==> src/rtl/max_unpool_stream.sv <==
// Streaming 2x2 max-unpool: buffers one pooled row, then emits the two full-resolution rows it covers.
// Define UNPOOL_REPLICATE_EN for nearest-neighbour upsampling (argmax index ignored, not stored).
module max_unpool_stream #(
  parameter int DATA_WIDTH = 16,
  parameter int OutputH    = 28,
  parameter int OutputW    = 28
) (
  input  logic                  clk,
  input  logic                  rst_n,
  input  logic                  in_valid,
  output logic                  in_ready,
  input  logic [DATA_WIDTH-1:0] in_data,
  input  logic [1:0]            in_idx,
  output logic                  out_valid,
  input  logic                  out_ready,
  output logic [DATA_WIDTH-1:0] out_data,
  output logic                  out_sof,
  output logic                  out_last,
  output logic                  frame_done
);

  localparam int PoolW = OutputW / 2;
  localparam int PoolH = OutputH / 2;
  localparam int FcolW = (PoolW > 1) ? $clog2(PoolW) : 1;
  localparam int ColW  = FcolW + 1;
  localparam int RowW  = (PoolH > 1) ? $clog2(PoolH) : 1;
`ifdef UNPOOL_REPLICATE_EN
  localparam int EntryW = DATA_WIDTH;
`else
  localparam int EntryW = DATA_WIDTH + 2;
`endif

  typedef enum logic {FILL, EMIT} state_e;

  state_e                stateReg, stateNext;
  logic                  armedReg;
  logic [FcolW-1:0]      fcolReg;
  logic [ColW-1:0]       ocolReg;
  logic                  oparReg;
  logic [RowW-1:0]       prowReg;
  logic [DATA_WIDTH-1:0] outDataReg;
  logic                  frameDoneReg;
  logic [EntryW-1:0]     rowBuf [PoolW];

  logic                  inFire, outFire, fcolEnd, ocolEnd, prowLast, loadPix;
  logic [EntryW-1:0]     wrEntry, rdEntry;
  logic [ColW-1:0]       pfCol;
  logic                  pfPar;
  logic [DATA_WIDTH-1:0] pfPix;

  // State register
  always_ff @(posedge clk or negedge rst_n) begin
    if (!rst_n) stateReg <= FILL;
    else        stateReg <= stateNext;
  end

  // Next-state logic
  always_comb begin
    stateNext = stateReg;
    case (stateReg)
      FILL:    if (inFire && fcolEnd) stateNext = EMIT;
      EMIT:    if (outFire && ocolEnd && oparReg) stateNext = FILL;
      default: stateNext = FILL;
    endcase
  end

  // FSM outputs; armedReg keeps in_ready low until the first edge after reset release
  always_comb begin
    in_ready  = (stateReg == FILL) && armedReg;
    out_valid = (stateReg == EMIT);
  end

  assign inFire   = in_valid && in_ready;
  assign outFire  = out_valid && out_ready;
  assign fcolEnd  = (fcolReg == FcolW'(PoolW - 1));
  assign ocolEnd  = (ocolReg == ColW'(OutputW - 1));
  assign prowLast = (prowReg == RowW'(PoolH - 1));

`ifdef UNPOOL_REPLICATE_EN
  logic unusedRep;
  assign wrEntry   = in_data;
  assign unusedRep = ^{in_idx, pfPar, pfCol[0]};
`else
  assign wrEntry = {in_idx, in_data};
`endif

  // Position of the pixel to prefetch into outDataReg: first pixel of the row pair when
  // filling completes, otherwise the pixel following the one being transferred.
  always_comb begin
    pfCol   = ocolReg + 1'b1;
    pfPar   = oparReg;
    if (ocolEnd) begin
      pfCol = '0;
      pfPar = 1'b1;
    end
    rdEntry = rowBuf[pfCol[ColW-1:1]];
    if (stateReg == FILL) begin
      pfCol   = '0;
      pfPar   = 1'b0;
      rdEntry = (PoolW == 1) ? wrEntry : rowBuf[0];
    end
  end

  always_comb begin
`ifdef UNPOOL_REPLICATE_EN
    pfPix = rdEntry;
`else
    pfPix = (rdEntry[EntryW-1 -: 2] == {pfPar, pfCol[0]}) ? rdEntry[DATA_WIDTH-1:0] : '0;
`endif
  end

  assign loadPix = (inFire && fcolEnd) || (outFire && !(ocolEnd && oparReg));

  // Row buffer has no reset: its contents are only read after a full row is written
  always_ff @(posedge clk) begin
    if (inFire) rowBuf[fcolReg] <= wrEntry;
  end

  always_ff @(posedge clk or negedge rst_n) begin
    if (!rst_n) begin
      armedReg     <= 1'b0;
      fcolReg      <= '0;
      ocolReg      <= '0;
      oparReg      <= 1'b0;
      prowReg      <= '0;
      outDataReg   <= '0;
      frameDoneReg <= 1'b0;
    end else begin
      armedReg     <= 1'b1;
      frameDoneReg <= outFire && out_last;
      if (inFire) fcolReg <= fcolEnd ? '0 : fcolReg + 1'b1;
      if (loadPix) outDataReg <= pfPix;
      if (outFire) begin
        if (ocolEnd) begin
          ocolReg <= '0;
          oparReg <= ~oparReg;
          if (oparReg) prowReg <= prowLast ? '0 : prowReg + 1'b1;
        end else begin
          ocolReg <= ocolReg + 1'b1;
        end
      end
    end
  end

  assign out_data   = outDataReg;
  assign out_sof    = out_valid && (prowReg == '0) && !oparReg && (ocolReg == '0);
  assign out_last   = out_valid && prowLast && oparReg && ocolEnd;
  assign frame_done = frameDoneReg;

endmodule

==> config.mk <==
export PLATFORM = sky130hd
export DESIGN_NAME = max_unpool_stream
export DESIGN_NICKNAME = d
export VERILOG_FILES = /design/src/rtl/max_unpool_stream.sv
export SDC_FILE = /design/constraint.sdc
export NUM_CORES = 1
export LEC_CHECK = 0
export ABC_CLOCK_PERIOD_IN_PS = 2800
export CAP_MARGIN = 5
export CORE_AREA = 2 2 198 200
export CTS_CLUSTER_DIAMETER = 40
export CTS_CLUSTER_SIZE = 14
export DETAILED_ROUTE_END_ITERATION = 10
export DIE_AREA = 0 0 200 202
export GPL_ROUTABILITY_DRIVEN = 0
export SYNTH_ARGS = -nofsm -noshare
export SYNTH_HDL_FRONTEND = slang
export SYNTH_SLANG_ARGS = --single-unit
==> constraint.sdc <==
create_clock -name clk -period 2.8 [get_ports clk]
set_input_delay 0.28 -clock clk [delete_from_list [all_inputs] [get_ports clk]]
set_output_delay 0.28 -clock clk [all_outputs]
set_load 0.005 [all_outputs]
; After elaboration in Yosys (flattened, before gate mapping)
; Memory sizes are Yosys's and may differ from the RTL's.
; Index checks and enable logic that the tools add are counted.
[word_totals]
mem_bits_rw = 252
ff_bits = 33
word_cells = 53
n_memories = 1
[classes]
bitwise_logic = 2
n_mux = 13
eq_ne = 4
reduce_logical = 22
addsub = 3
[memory_table]
columns = memory, depth, width, read_ports, rd_ports_with_merged_regs, write_ports, line
row1 = rowBuf, 14, 18, 2, 0, 1, 43  ; logic [EntryW-1:0] rowBuf [PoolW];
[ops]
columns = op, n
row1 = 18-bit two-way mux, 1
row2 = 16-bit two-way mux, 1
row3 = 1-bit logical AND, 15
row4 = 4-bit by 1-bit adder with 4-bit output (second input constant), 2
row5 = 4-bit == test (second input constant), 2
row6 = 4-bit two-way mux, 2
row7 = 1-bit two-way mux, 7
row8 = 5-bit by 1-bit adder with 5-bit output (second input constant), 1
row9 = 5-bit == test (second input constant), 1
row10 = 5-bit zero test, 1
row11 = 5-bit two-way mux, 1
row12 = 4-bit zero test, 1
row13 = 3-bit AND reduction, 1
row14 = 2-bit == test, 1
row15 = 1-bit zero test, 2
row16 = 1-bit inverter, 2
row17 = 1-bit one-hot mux with 2 select lines, 1
row18 = 2-bit AND reduction, 1
row19 = 1-bit logical OR, 1

; Logic depth before layout (Yosys ltp)
[depth]
word_depth = 6
ltp_mapped = 12
mapped_depth_nobuf = 10

; Least setup slack after synthesis
; No wires, ideal clock.
[synth_path]
kind = register -> register
start = register stateReg, in the netlist out_valid
end = register outDataReg[0], in the netlist out_data[0]
period_less_slack_ps = 2891
t_required_ps = 2726
t_arrival_ps = 2817
stages_incl_launch_ff = 11
setup_slack_ps = -91
path_buffers = 2
path_cell_list = dfrtp_1 buf_2 nor2b_1 and3_1 nand2b_1 nor2_1 a31oi_1 inv_1 nand4b_4 buf_6 o21ai_2
[synth_via]
elab_chain_len = 5
elab_cells_between_ends = 12
classes_between = 1 x eq/ne / 4 x mux / 1 x bitwise / 6 x reduce/logical
[synth_rtl]
columns = element, line
row1 = start: declaration, 35  ; state_e stateReg, stateNext;
row2 = start signal: assignment, 54  ; else stateReg <= stateNext;
row3 = 1-bit inverter, --
row4 = 1-bit logical AND, 69  ; in_ready = (stateReg == FILL) && armedReg;
row5 = via in_ready, 11  ; output logic in_ready,
row6 = 1-bit logical AND, 73  ; assign inFire = in_valid && in_ready;
row7 = 1-bit logical AND, 112  ; assign loadPix = (inFire && fcolEnd) || (outFire && !(ocolEnd && oparReg));
row8 = 1-bit logical OR, 112
row9 = end signal: assignment, 132  ; if (loadPix) outDataReg <= pfPix;
row10 = end: declaration, 41  ; logic [DATA_WIDTH-1:0] outDataReg;
; The timed path passes the listed nets, and every way through them passes these cells.
; A chain may end at the register's enable or synchronous reset.

; Final worst setup path
[layout_path]
start = register ocolReg[1]
end = output out_last
[layout_via]
elab_chain_len = 2
[layout_rtl]
columns = element, line
row1 = start: declaration, 38  ; logic [ColW-1:0] ocolReg;
row2 = start signal: assignment, 139  ; ocolReg <= ocolReg + 1'b1;
row3 = 5-bit == test, 76  ; assign ocolEnd = (ocolReg == ColW'(OutputW - 1));
row4 = 1-bit logical AND, 147  ; assign out_last = out_valid && prowLast && oparReg && ocolEnd;
row5 = end: declaration, 18  ; output logic out_last,
; No other way between the ends.

==> metrics <==
status=completed; fin area=14200 sq um; CP max FO=6; Worst Path Required=2520 ps; most common cell after layout, fill and taps aside=edfxtp_1; clock tree buffer depth=3; Final Max Slew Viols=0; Final #Nets=862; cell area after synthesis=11400 sq um; RR Endpoint=out_data[1]; DRT iter0 DRCs=599; pin count of the biggest net entering global routing=62; initial antenna violation count=0; layout cells sized above 1=19.1%; RSZ-0062 raised after global routing=no; Worst Setup EP=out_last; Final HPWL DP=16400 um; Syn Inst Count=752; Yosys Warn Count=0; final hold violations=0; row cnt=72; PD cells=979 nW/um^2; Total Power=13.9 mW; critical path class=reg2out; worst path buffer plus inverter count=2; Worst slew margin=39.4%; via count=6935; wirelength, routed=29000 um; worst path cell trace=ha_4 -> and4b_2 -> buf_4 -> nand2_2 -> nor2_2 -> clkdlybuf4s50_1; Root Driver=clkbuf_16; Slowest cell on crit path=clkdlybuf4s50_1; first-pass iteration count of the detailed router=5; clock latency on the worst-skew pair=530 ps; DRC=0; vias in the first global route=7043; IO Pins=43; Routed WL per cell=20.9 um; Synth Area per Inst=15.1 sq um; Initial Util=29.7%; Core Area=38300 sq um; Register-to-Register Path Depth=10; #FFs+latches synth=285; Die Y=202 um; Arr. time, crit path=2400 ps; Setup Skew=21.7 ps; sequential share of the synthesized area=73.8%; Least-Margin Pin Slew=909 ps; first-pass GRT wire length=43700 um; number of vias per cell=5.00; FF-to-FF setup slack=180 ps; P_leak=4.85 nW; Num CTS Buffers=40; die area=40400 sq um; reg-to-reg startpoint=ocolReg[1]; slowest stage delay, CP=510 ps; Tcrit/Tclk final=95.5%; post-route ant nets=0; Layout area overhead=24.9%; CP endpoint kind=output port; delay-heaviest family, CP=buffers and inverters; post-layout min period=2680 ps; Hold Crit Class=in2reg; ant diodes=0; peak supply drop=0.576 mV; Clock transition at path regs=50 ps; Die X=200 um; number of flops mapped to enable cells by yosys=252; asr flop ratio synth=11.6%; total gr overflow=0; count of final setup violators=0; GRT Util Overall=14.5%; Worst setup SP type=flop; # fillers=3587; Max-cap violations=0; clk sinks=285; Stages on worst setup path=6; Distinct cells, synth=59; Non-Filler Instances=1388; H-Tree Depth=2; max frequency=374 MHz; Setup crit start=ocolReg[1]; commonest cells after routing, fill and taps aside=252 x edfxtp_1, 68 x nand2_1, 58 x o21ai_0, 50 x mux2i_1, 48 x a221oi_1; Buffers on Ports=42; dpl cells=1310; post-synth net total=776; Top FF cell, synth=edfxtp_1; Placed Area=12700 sq um; CTS tree=built
## per-layer routing
metal  part of all wire [%]  global-route usage, %
met1                     42                   19.0
met2                     49                   24.0
met3                    6.2                   2.70
met4                    2.6                   5.26
met5                      0                      0
## stage by stage
stage                     hold slack (ps)  setup slack, ps  setup TNS (ps)  utilization, %
after floorplan                     -15.6            -9.84            -177               -
after global placement                441            -42.4            -228            33.2
after detailed placement              462             -121           -1260            33.2
after CTS                             378             16.3               0            37.0
after global routing                  413             22.1               0            37.1
final                                 397              125               0            37.1
## cell families after synthesis
kind of cell	count (synthesis)	share of synthesized area, %
flops	285	73.8
compound gates	178	10.9
simple gates	172	7.49
mux	55	4.93
buf+inv	54	2.20
xor+xnor	5	0.385
fa+ha+maj	2	0.220
other cells	1	0.0330
## worst min-delay path by stage
stage | start | end | depth (start not counted)
2_1_floorplan | rst_n | armedReg | 0
3_3_place_gp | rst_n | armedReg | 1
3_5_place_dp | rst_n | armedReg | 1
4_1_cts | in_valid | fcolReg[0] | 3
5_1_grt | in_valid | fcolReg[0] | 3
6_report | in_valid | fcolReg[0] | 3
## where the power goes
group	total (mW)	switching (mW)	leakage, nW	internal (mW)
Clock	5.25	2.01	0.683	3.23
Sequential	4.85	0.127	2.70	4.73
Combinational	3.81	2.27	1.47	1.54
## layout make-up
type                    count  area [sq um]  share of cell area [%]
multi-input cells         413          2840                    20.0
clock inverters            30           375                    2.64
well taps                 518           648                    4.56
flip-flops and latches    285          8400                    59.1
repair buffers             89           871                    6.13
clock buffers              44          1040                    7.30
inverters                   9          33.8                   0.238
## Yosys cell counts, types with 2 or more instances
cell / n / area [sq um]
nand3b_1: 2 / 15.0
edfxtp_1: 252 / 7570
a221oi_1: 48 / 420
and2_1: 3 / 18.8
nand4_1: 16 / 100
o21ai_1: 4 / 20.0
and3_1: 6 / 37.5
o2111ai_1: 2 / 17.5
o211ai_1: 4 / 30.0
a32oi_1: 4 / 35.0
xor2_1: 4 / 35.0
nand2_1: 69 / 259
nand3_1: 7 / 35.0
a311oi_1: 2 / 17.5
nor2b_1: 4 / 25.0
a31oi_1: 19 / 119
buf_4: 2 / 15.0
nor3_1: 8 / 40.0
dfrtp_1: 33 / 826
a211oi_1: 4 / 30.0
or3_1: 3 / 18.8
ha_1: 2 / 25.0
nand2b_1: 5 / 31.3
o21ai_0: 58 / 290
buf_2: 14 / 70.1
mux2i_1: 50 / 500
nor2_1: 37 / 139
clkbuf_1: 26 / 97.6
mux2_2: 4 / 45.0
o21ai_2: 10 / 87.6
nand4b_4: 2 / 47.6
a21oi_1: 8 / 40.0
and4b_1: 2 / 20.0
inv_1: 8 / 30.0
a21o_1: 4 / 30.0
buf_6: 3 / 33.8
## state kept, by name (all words and copies together) (netlist names)
name / count
rowBuf: 252
out_data: 16
ocolReg: 5
fcolReg: 4
prowReg: 4
armedReg: 1
frame_done: 1
oparReg: 1
out_valid: 1
## worst reg2reg max path: cells and delay by family, from the launching register on
family	cells	cell delay (ps)
AND/OR/NAND/NOR	2	350
buffers and inverters	1	200
AO/OA/AOI/OAI	5	930
multiplexers	1	390
adder cells (fa/ha/maj)	1	200
flip-flops	1	440
## repair_timing
| item | 4_1_cts | 5_1_grt |
|---|---|---|
| endpoints found under the setup margin | 16 | 16 |
| hold buffers | 1 | 0 |
| buffers inserted | 2 | 1 |
| resized for setup | 6 | 6 |
| pin swaps | 1 | 1 |
| endpoints found under the hold margin | 33 | 0 |
(Power assumes the default switching activity.)
